`config.mk`:
```
export PLATFORM = sky130hd
export DESIGN_NAME = tanh_bp
export DESIGN_NICKNAME = d
export VERILOG_FILES = /design/src/rtl/tanh_bp.sv
export SDC_FILE = /design/constraint.sdc
export NUM_CORES = 1
export LEC_CHECK = 0
export CORE_MARGIN = 4
export CORE_UTILIZATION = 39
export DETAILED_ROUTE_END_ITERATION = 8
export PLACE_DENSITY = 0.65
export SYNTH_ARGS = -nofsm -noshare
export SYNTH_HDL_FRONTEND = slang
export SYNTH_SLANG_ARGS = --single-unit
```
`constraint.sdc`:
```
create_clock -name clk -period 1.6 [get_ports clk]
set_clock_uncertainty 0.05 [all_clocks]
set_input_delay 0.32 -clock clk [delete_from_list [all_inputs] [get_ports clk]]
set_output_delay 0.32 -clock clk [all_outputs]
set_load 0.05 [all_outputs]
```
`src/rtl/tanh_bp.sv`:
```
// Backward pass of the four-region piecewise-linear tanh: d = g * f'(x).
// Two-stage valid/ready pipeline with per-vector element indexing and an end-of-vector pulse.
module tanh_bp #(
  parameter int WIDTH = 24,
  parameter int LEN   = 16,
  parameter int CW    = 8
) (
  input  logic             clk,
  input  logic             rst_n,
  input  logic             i_valid,
  output logic             o_ready,
  input  logic [WIDTH-1:0] i_x,
  input  logic [WIDTH-1:0] i_g,
  output logic             o_valid,
  input  logic             i_ready,
  output logic [WIDTH-1:0] o_d,
  output logic             o_last,
  output logic             o_done,
  output logic [CW-1:0]    o_idx
);

  // Region thresholds on |x| in 20-fractional-bit fixed point: 0.5, 1.0, 2.0.
  localparam logic [WIDTH-1:0] TH_R1 = WIDTH'(32'h0008_0000);
  localparam logic [WIDTH-1:0] TH_R2 = WIDTH'(32'h0010_0000);
  localparam logic [WIDTH-1:0] TH_R3 = WIDTH'(32'h0020_0000);

  logic             en;
  logic             in_xfer;
  logic [CW-1:0]    cnt_reg;
  logic             cnt_last;

  logic             s1_valid_reg;
  logic             s1_last_reg;
  logic [1:0]       s1_region_reg;
  logic [WIDTH-1:0] s1_g_reg;
  logic [CW-1:0]    s1_idx_reg;

  logic [WIDTH-1:0] mag;
  logic [1:0]       region_next;
  logic [WIDTH-1:0] d_next;
  logic [WIDTH-1:0] g_shift [3];

  logic             o_valid_reg;
  logic             o_last_reg;
  logic             o_done_reg;
  logic [WIDTH-1:0] o_d_reg;
  logic [CW-1:0]    o_idx_reg;

  assign en       = ~o_valid_reg | i_ready;
  assign o_ready  = en;
  assign in_xfer  = i_valid & en;
  assign cnt_last = (cnt_reg == CW'(LEN - 1));

  // Magnitude is compared unsigned, so the most negative x lands in the flat region.
  always_comb begin
    mag         = i_x[WIDTH-1] ? (~i_x + WIDTH'(1)) : i_x;
    region_next = 2'd3;
    if (mag < TH_R1)
      region_next = 2'd0;
    else if (mag < TH_R2)
      region_next = 2'd1;
    else if (mag < TH_R3)
      region_next = 2'd2;
  end

  for (genvar gi = 0; gi < 3; gi++) begin : g_slope
    assign g_shift[gi] = $signed(s1_g_reg) >>> gi;
  end

  always_comb begin
    d_next = '0;
    case (s1_region_reg)
      2'd0:    d_next = g_shift[0];
      2'd1:    d_next = g_shift[1];
      2'd2:    d_next = g_shift[2];
      default: d_next = '0;
    endcase
  end

  always_ff @(posedge clk) begin
    if (!rst_n)
      cnt_reg <= '0;
    else if (in_xfer)
      cnt_reg <= cnt_last ? '0 : cnt_reg + CW'(1);
  end

  always_ff @(posedge clk) begin
    if (!rst_n) begin
      s1_valid_reg  <= 1'b0;
      s1_last_reg   <= 1'b0;
      s1_region_reg <= 2'd0;
      s1_g_reg      <= '0;
      s1_idx_reg    <= '0;
    end else if (en) begin
      s1_valid_reg <= i_valid;
      if (i_valid) begin
        s1_last_reg   <= cnt_last;
        s1_region_reg <= region_next;
        s1_g_reg      <= i_g;
        s1_idx_reg    <= cnt_reg;
      end
    end
  end

  // Output data only moves with a real element, so o_d holds through bubbles.
  always_ff @(posedge clk) begin
    if (!rst_n) begin
      o_valid_reg <= 1'b0;
      o_last_reg  <= 1'b0;
      o_done_reg  <= 1'b0;
      o_d_reg     <= '0;
      o_idx_reg   <= '0;
    end else begin
      o_done_reg <= o_valid_reg & i_ready & o_last_reg;
      if (en) begin
        o_valid_reg <= s1_valid_reg;
        o_last_reg  <= s1_valid_reg & s1_last_reg;
        if (s1_valid_reg) begin
          o_d_reg   <= d_next;
          o_idx_reg <= s1_idx_reg;
        end
      end
    end
  end

  assign o_valid = o_valid_reg;
  assign o_last  = o_last_reg;
  assign o_done  = o_done_reg;
  assign o_d     = o_d_reg;
  assign o_idx   = o_idx_reg;

endmodule

```
; ---- After elaboration in Yosys (flattened, before gate mapping)
; Index checks and enable logic that the tools add are counted.
[totals]
register_bits = 79
inputBits = 52
output_inout_bits = 36
wordCells = 35
[op_classes]
addsub = 2
n_lt_le_gt_ge = 3
n_eq_ne = 3
muxes = 6
n_bitwise = 7
reduce_logical = 3
[op_table]
columns = operator, n
row1 = case mux 24 bit (3 select lines), 1
row2 = "adder 24 x 1 -> 24 bit, second input constant", 1
row3 = "< comparator 24 x 20 -> 1 bit, second input constant", 1
row4 = "< comparator 24 x 21 -> 1 bit, second input constant", 1
row5 = "< comparator 24 x 22 -> 1 bit, second input constant", 1
row6 = two-way mux 24 bit, 1
row7 = inverter 24 bit, 1
row8 = "adder 8 x 1 -> 8 bit, second input constant", 1
row9 = "equality test 8 x 4 -> 1 bit, second input constant", 1
row10 = two-way mux 8 bit, 1
row11 = bitwise AND 1 bit, 4
row12 = two-way mux 2 bit, 2
row13 = AND reduction 2 bit, 2
row14 = "equality test 2 x 1 -> 1 bit, second input constant", 1
row15 = "equality test 2 bit, second input constant", 1
row16 = logical NOT 2 bit, 1
row17 = two-way mux 1 bit, 1
row18 = inverter 1 bit, 1
row19 = OR 1 bit, 1

; ---- Longest topological paths before layout
; Gate-level depths: netlist of run 1.
[depth]
word_depth = 7
mapped_depth = 7
mapped_depth_nobuf = 5

; ---- Least setup slack after synthesis of run 1
; No wires, ideal clock.
[synth_timing]
path_kind = reg-to-reg
start = register o_valid_reg, in the netlist o_valid
end = register o_d_reg[21], in the netlist o_d[21]
t_arrival_ns = 1.776
required_ns = 1.434
path_slack_ns = -0.342
path_stages_with_launch = 7
period_less_slack_ns = 1.942
path_cell_list = dfxtp_1 nor2b_4 inv_2 and2_1 buf_4 buf_6 o211a_1
[synth_via]
elab_chain_len = 3
[synth_lines]
columns = element, line
row1 = "start, declared", 43  ; logic o_valid_reg;
row2 = "start signal, assigned", 116  ; o_valid_reg <= s1_valid_reg;
row3 = inverter 1 bit, 49  ; assign en = ~o_valid_reg | i_ready;
row4 = OR 1 bit, 49
row5 = via o_ready, 11  ; output logic o_ready,
row6 = AND reduction 2 bit (no line), -
row7 = "end signal, assigned", 119  ; o_d_reg <= d_next;
row8 = "end, declared", 46  ; logic [WIDTH-1:0] o_d_reg;
; The timed path passes the listed nets, and every way through them passes these cells.
; A chain may end at the register's enable or synchronous reset.

; ---- Worst setup path after layout of run 1
[layout_timing]
start = register o_valid_reg, in the netlist o_valid
end = register cnt_reg[7]
[layout_via]
elab_chain_len = 3
[layout_lines]
columns = element, line
row1 = inverter 1 bit, 49
row2 = OR 1 bit, 49
row3 = bitwise AND 1 bit, 51  ; assign in_xfer = i_valid & en;
row4 = "end signal, assigned", 84  ; cnt_reg <= cnt_last ? '0 : cnt_reg + CW'(1);
row5 = "end, declared", 29  ; logic [CW-1:0] cnt_reg;
; Every way passes these cells.

==> results.sh, run 1 <==
export IMPL_outcome="finished clean"
export IMPL_drtAntennaViolNets=0
export IMPL_start_util_pct=40.1
export IMPL_whs_ns=0.386
export IMPL_clkTransAtPathRegs_ns=0.08
export IMPL_vdd_drop_max_mv=0.365
export IMPL_grt_max_degree=77
export IMPL_timing_final_max_slew_violations=0
export IMPL_drv_cap=0
export IMPL_die_area_sq_um=11100
export IMPL_required_ns=1.83
export IMPL_dr_total_vias=3226
export IMPL_rsz0062_at_grt="false"
export IMPL_antenna_cells=0
export IMPL_wl_met1_microns=4020
export IMPL_fin_crit_ns=1.50
export IMPL_dr_wl_met3_microns=431
export IMPL_wl_microns=8680
export IMPL_die_w_microns=105
export IMPL_routed_wl_met2_microns=4100
export IMPL_max_freq_ghz=0.665
export IMPL_synthToLayoutAreaGrowth_pct=45.1
export IMPL_path_class="reg -> reg"
export IMPL_fp_row_count=35
export IMPL_ys_ff_latch=79
export IMPL_port_buffers=87
export IMPL_syn_area_per_cell_sq_um=8.46
export IMPL_start_kind="flop"
export IMPL_fp_coreArea_sq_um=9240
export IMPL_synth_distinct_cells=43
export IMPL_insertion_delay_ns=0.35
export IMPL_dr_pass1_iters=4
export IMPL_cts_root_buffer="clkbuf_8"
export IMPL_io_pins=88
export IMPL_slew_headroom_pct=79.4
export IMPL_drt_iter0_markers=122
export IMPL_power_leakage_uw=0.00195
export IMPL_yosysWarnings=0
export IMPL_gp_congestion=0.800
export IMPL_synth_area_sq_um=3710
export IMPL_report_final_setup_viol=0
export IMPL_hold_viol_final=0
export IMPL_arrival_ns=1.74
export IMPL_cts_tree="yes"
export IMPL_multiInputGateArea_sq_um=1940
export IMPL_fp_dieH_microns=105
export IMPL_cts_buffers=9
export IMPL_worst_slew_pin_slew_ns=0.304
export IMPL_hold_buffers=0
export IMPL_grt_pass1_wl_microns=14600
export IMPL_fin_ws_ns=0.0963
export IMPL_hold_class="in -> reg"
export IMPL_viasPerCell=4.89
export IMPL_wl_per_cell_microns=13.2
export IMPL_max_clock_path_buffers=2
export IMPL_ys_seq_area_share_pct=42.7
export IMPL_cp_max_fo=5
export IMPL_antenna_found_initial=0
export IMPL_grt_usage_pct=16.0
export IMPL_seq_area_sq_um=1590
export IMPL_drive_gt1_share_pct=15.8
export IMPL_fin_crit_sh_pct=94.0
export IMPL_end_kind="flop"
export IMPL_p_per_area_nw_per_um2=841
export IMPL_synth_fp_nets=491
export IMPL_clock_sinks=79
export IMPL_drcViolationCount=0
export IMPL_syn_inst=438
export IMPL_dr_max_layer_used="met4"
export IMPL_grt_pass1_vias=3178
export IMPL_dpl_worst_slack_ns=-0.263
export IMPL_fin_nets=579
export IMPL_grt_overflow_total=0
export IMPL_power_total_uw=4520
export IMPL_n_fill_cell=818
export IMPL_cts_max_level=3
export IMPL_dp_hpwl_microns=6320
critical path, cell delays in order, from the launching register on:
cell	delay, ns
dfxtp_4	0.36
nor2b_4	0.14
buf_4	0.15
nor4b_4	0.21
or3b_1	0.37
a21oi_1	0.15
Yosys cell counts, drive strengths merged:
| library cell | number | area share (%) |
|---|---|---|
| xor2 | 2 | 0.47 |
| ha | 1 | 0.34 |
| and4 | 1 | 0.24 |
| nand3 | 8 | 1.2 |
| mux2i | 22 | 5.9 |
| a21oi | 2 | 0.27 |
| xnor2 | 6 | 1.4 |
| nor2 | 6 | 0.61 |
| and3 | 2 | 0.34 |
| nor4 | 5 | 0.84 |
| nand2b | 2 | 0.34 |
| o21a | 1 | 0.20 |
| and2 | 5 | 0.88 |
| o311a | 1 | 0.27 |
| nand3b | 23 | 4.7 |
| or3b | 1 | 0.24 |
| nor4bb | 1 | 0.27 |
| dfxtp | 79 | 43 |
| o211ai | 3 | 0.61 |
| clkbuf | 14 | 1.4 |
| o41ai | 1 | 0.24 |
| o21ai | 22 | 3.0 |
| mux2 | 1 | 0.30 |
| a21o | 1 | 0.20 |
| a21boi | 64 | 13 |
| inv | 1 | 0.10 |
| nor4b | 1 | 0.64 |
| a31oi | 1 | 0.17 |
| nor3b | 1 | 0.20 |
| nor2b | 1 | 0.37 |
| nand4 | 3 | 0.51 |
| nand2 | 131 | 13 |
| a211oi | 1 | 0.20 |
| o211a | 3 | 0.81 |
| nor3 | 2 | 0.27 |
| buf | 19 | 3.5 |
worst paths after layout:
check / depth (start not counted) / slack [ns] / start / to
setup / recovery: 5 / 0.1 / o_valid / cnt_reg[7]
hold / removal: 2 / 0.39 / i_ready / o_done
setup reg to reg: 5 / 0.1 / o_valid / cnt_reg[7]
hold reg to reg: 2 / 0.41 / s1_idx_reg[7] / o_idx[7]
layer usage:
metal | track usage, % | vias up
li1 | - | 1667
met4 | 6.09 | 0
met1 | 19.8 | 1478
met5 | 0 | -
met3 | 3.67 | 10
met2 | 27.0 | 71
stage by stage:
stage,utilization [%],TNS (ns),instances,area [sq um]
3_5_place_dp,55.8,-14.29,644,5160
6_report,58.2,0,660,5380
4_1_cts,58.2,0,660,5380
2_1_floorplan,-,0,438,3720
3_3_place_gp,55.8,-11.99,644,5160
5_1_grt,58.2,0,660,5380
cells in the final DEF, fill, tap and decap left out, types with 3 or more instances in the layout:
master | netlist | layout
and2_1 | 4 | 3
o21ai_0 | 21 | 21
dfxtp_1 | 79 | 77
a21boi_0 | 60 | 60
mux2i_1 | 22 | 22
buf_4 | 10 | 18
clkbuf_8 | 0 | 9
nand3_1 | 7 | 7
nand4_1 | 3 | 3
nor2_1 | 6 | 6
nor4_1 | 5 | 5
nand3b_1 | 23 | 23
o211a_1 | 3 | 3
a21boi_1 | 4 | 4
xnor2_1 | 6 | 6
o211ai_1 | 3 | 3
nand2_1 | 131 | 131
clkdlybuf4s50_1 | 0 | 49
buf_12 | 0 | 41
kinds of logic (layout without fill, tap and decap cells):
kind of cell	count (synthesis)	count (layout)	share of synthesized area (%)
compound gates	100	100	18.9
xor+xnor	8	8	1.89
fa+ha+maj	1	1	0.338
buf+inv	34	127	5.06
flops	79	79	42.7
mux	23	23	6.25
simple gates	193	193	24.9
area by class of cell:
class | instances | share of cell area, %
clock inverter | 6 | 1.72
clock buffer | 10 | 2.37
multi-input combinational | 325 | 36.1
sequential | 79 | 29.5
inverter | 1 | 0.163
timing repair buffer | 110 | 27.2
tap | 129 | 3.00
what timing repair did:
| item | 4_1_cts | 5_1_grt |
|---|---|---|
| endpoints found under the setup margin | 1 | 1 |
| cloned | 0 | 0 |
| buffers inserted | 1 | 0 |
| pin swaps | 0 | 1 |
| gates resized for setup | 1 | 0 |
where the power goes:
part | internal (uW) | switching [uW]
clock | 891 | 761
combinational | 396 | 354
sequential | 2040 | 81.0
total | 3330 | 1200
No activity file was read; power rests on OpenSTA's default activity.
==> inputs of run 2 (changes only) <==
--- a/config.mk
+++ b/config.mk
@@ -8,6 +8,7 @@
 export CORE_MARGIN = 4
 export CORE_UTILIZATION = 39
 export DETAILED_ROUTE_END_ITERATION = 8
+export HOLD_SLACK_MARGIN = 0.03
 export PLACE_DENSITY = 0.65
 export SYNTH_ARGS = -nofsm -noshare
 export SYNTH_HDL_FRONTEND = slang
==> results of run 2 <==
Final layout, timing and power as in run 1 (identical DEF).
==> inputs of run 3 (changes only) <==
--- a/config.mk
+++ b/config.mk
@@ -5,11 +5,12 @@
 export SDC_FILE = /design/constraint.sdc
 export NUM_CORES = 1
 export LEC_CHECK = 0
+export CAP_MARGIN = 20
 export CORE_MARGIN = 4
-export CORE_UTILIZATION = 39
+export CORE_UTILIZATION = 35
+export CTS_CLUSTER_DIAMETER = 120
 export DETAILED_ROUTE_END_ITERATION = 8
 export HOLD_SLACK_MARGIN = 0.03
-export PLACE_DENSITY = 0.65
 export SYNTH_ARGS = -nofsm -noshare
 export SYNTH_HDL_FRONTEND = slang
 export SYNTH_SLANG_ARGS = --single-unit
==> run 3 against run 2 <==
  * Count of clock-buffer cells in the layout up 1
  * Worst setup slack worse by 0.012 ns
  * Fmax down 0.79%
  * Total power down 2.9%
  * Cell area up 0.28%
  * Cell count up 1.1%
  * Critical path type unchanged
==> results.sh, run 3 (same netlist as run 1, synthesis figures left out) <==
export IMPL_cts_tree="yes"
export IMPL_p_sw_share_pct=26.9
export IMPL_fin_crit_ns=1.52
export IMPL_drive_gt1_share_pct=16.0
export IMPL_antenna_cells=0
export IMPL_drtAntennaViolNets=0
export IMPL_finalSetupTns_ns=0
export IMPL_grt_pass1_wl_microns=15900
export IMPL_power_leakage_uw=0.00195
export IMPL_fin_nets=579
export IMPL_arrival_ns=1.75
export IMPL_dr_total_vias=3253
export IMPL_max_freq_ghz=0.660
export IMPL_start_kind="flop"
export IMPL_vdd_drop_max_mv=0.402
export IMPL_slew_headroom_pct=73.5
export IMPL_viasPerCell=4.88
export IMPL_port_buffers=87
export IMPL_drt_iter0_markers=110
export IMPL_cts_root_buffer="clkbuf_8"
export IMPL_antenna_found_initial=0
export IMPL_synthToLayoutAreaGrowth_pct=45.5
export IMPL_fp_dieH_microns=111
export IMPL_mostFrequentLayoutCells="131 x nand2_1, 77 x dfxtp_1, 60 x a21boi_0"
export IMPL_path_class="reg -> reg"
export IMPL_clkTransAtPathRegs_ns=0.08
export IMPL_wl_per_cell_microns=13.6
export IMPL_report_final_setup_viol=0
export IMPL_hold_buffers=0
export IMPL_hold_viol_final=0
export IMPL_grt_max_degree=49
export IMPL_p_int_uw=3210
export IMPL_io_pins=88
export IMPL_die_area_sq_um=12300
export IMPL_dr_pass1_iters=4
export IMPL_max_clock_path_buffers=2
export IMPL_outcome="finished clean"
export IMPL_cts_buffers=9
export IMPL_gp_congestion=0.742
export IMPL_end_kind="flop"
export IMPL_seqPwrFrac_pct=48.0
export IMPL_grt_usage_pct=15.4
export IMPL_dpl_worst_slack_ns=-0.302
export IMPL_insertion_delay_ns=0.34
export IMPL_final_common_cell="nand2_1"
export IMPL_p_per_area_nw_per_um2=815
export IMPL_fin_util_pct=52.2
export IMPL_wl_microns=9100
export IMPL_drcViolationCount=0
export IMPL_cp_max_fo=5
export IMPL_fp_row_count=37
export IMPL_power_switching_uw=1180
export IMPL_hold_class="in -> reg"
export IMPL_drv_cap=0
export IMPL_clock_sinks=79
export IMPL_grt_pass1_vias=3303
export IMPL_start_util_pct=35.9
export IMPL_dp_hpwl_microns=6380
export IMPL_timing_final_max_slew_violations=0
export IMPL_rsz0062_at_grt="false"
export IMPL_required_ns=1.83
export IMPL_fin_crit_sh_pct=94.7
export IMPL_power_frac_clock_pct=34.3
export IMPL_cts_max_level=3
export IMPL_grt_overflow_total=0
export IMPL_combinationalPowerShare_pct=17.7
export IMPL_fp_coreArea_sq_um=10300
export IMPL_worst_slew_pin_slew_ns=0.392
export IMPL_fin_ws_ns=0.0843
export IMPL_die_w_microns=111
==> run 3: cell count changes in the layout (fill, tap and decap cells not counted), moves of 2 or more <==
cell | previous run | this run
buf_12 | 41 | 43
buf_4 | 18 | 16
clkinv_2 | 0 | 2
clkinv_4 | 2 | 0
==> run 3: cell type report <==
class / count / area, sq um
tap: 136 / 170
clock inverter: 5 / 56.3
multi-input combinational: 325 / 1940
sequential: 79 / 1590
timing repair buffer: 110 / 1490
fill: 981 / 4930
inverter: 1 / 8.76
clock buffer: 11 / 141
==> run 3: per-stage QoR <==
stage | area [sq um] | hold WS, ns | std cells | total power (uW)
2_1_floorplan | 3720 | 0.381 | 438 | 2560
3_3_place_gp | 5180 | 0.387 | 650 | 2930
3_5_place_dp | 5180 | 0.406 | 650 | 2940
4_1_cts | 5400 | 0.268 | 668 | 4440
5_1_grt | 5390 | 0.288 | 667 | 4590
6_report | 5390 | 0.289 | 667 | 4390
==> run 3: timing repair <==
item                                    CTS  global route
endpoints found under the setup margin    1             2
hold endpoints to repair                  0             0
resized for setup                         1             1
setup buffers                             2             0
pin swaps                                 0             1
==> run 3: path summary, 6_finish.rpt <==
kind                 startpoint            end  slack [ns]  cells past startpoint
setup / recovery     cnt_reg[4]     cnt_reg[7]        0.08                      4
hold / removal            rst_n        o_valid        0.29                      2
setup reg to reg     cnt_reg[4]     cnt_reg[7]        0.08                      4
hold reg to reg   s1_idx_reg[6]  s1_idx_reg[6]        0.41                      2
==> run 3: critical path, stage by stage (launching register included) <==
cell and delay, ns:
dfxtp_1 0.43, nand3_2 0.14, nor4b_4 0.30, or3b_1 0.39
a21oi_2 0.14
==> run 3: routing by layer <==
layer	vias to the layer above	GRT usage, %	part of all wire, %
met1	1487	19.1	45
li1	1677	-	-
met4	0	4.43	1.2
met5	-	0	0
met2	80	26.3	48
met3	9	3.82	5.4
==> run 3: power groups by stage <==
stage          registers (uW)  logic (uW)  clock network [uW]
6_report                 2110         776                1510
5_1_grt                  2120         847                1630
4_1_cts                  2110         787                1550
3_5_place_dp             2160         781                   0
3_3_place_gp             2150         772                   0
2_1_floorplan            2210         349                   0
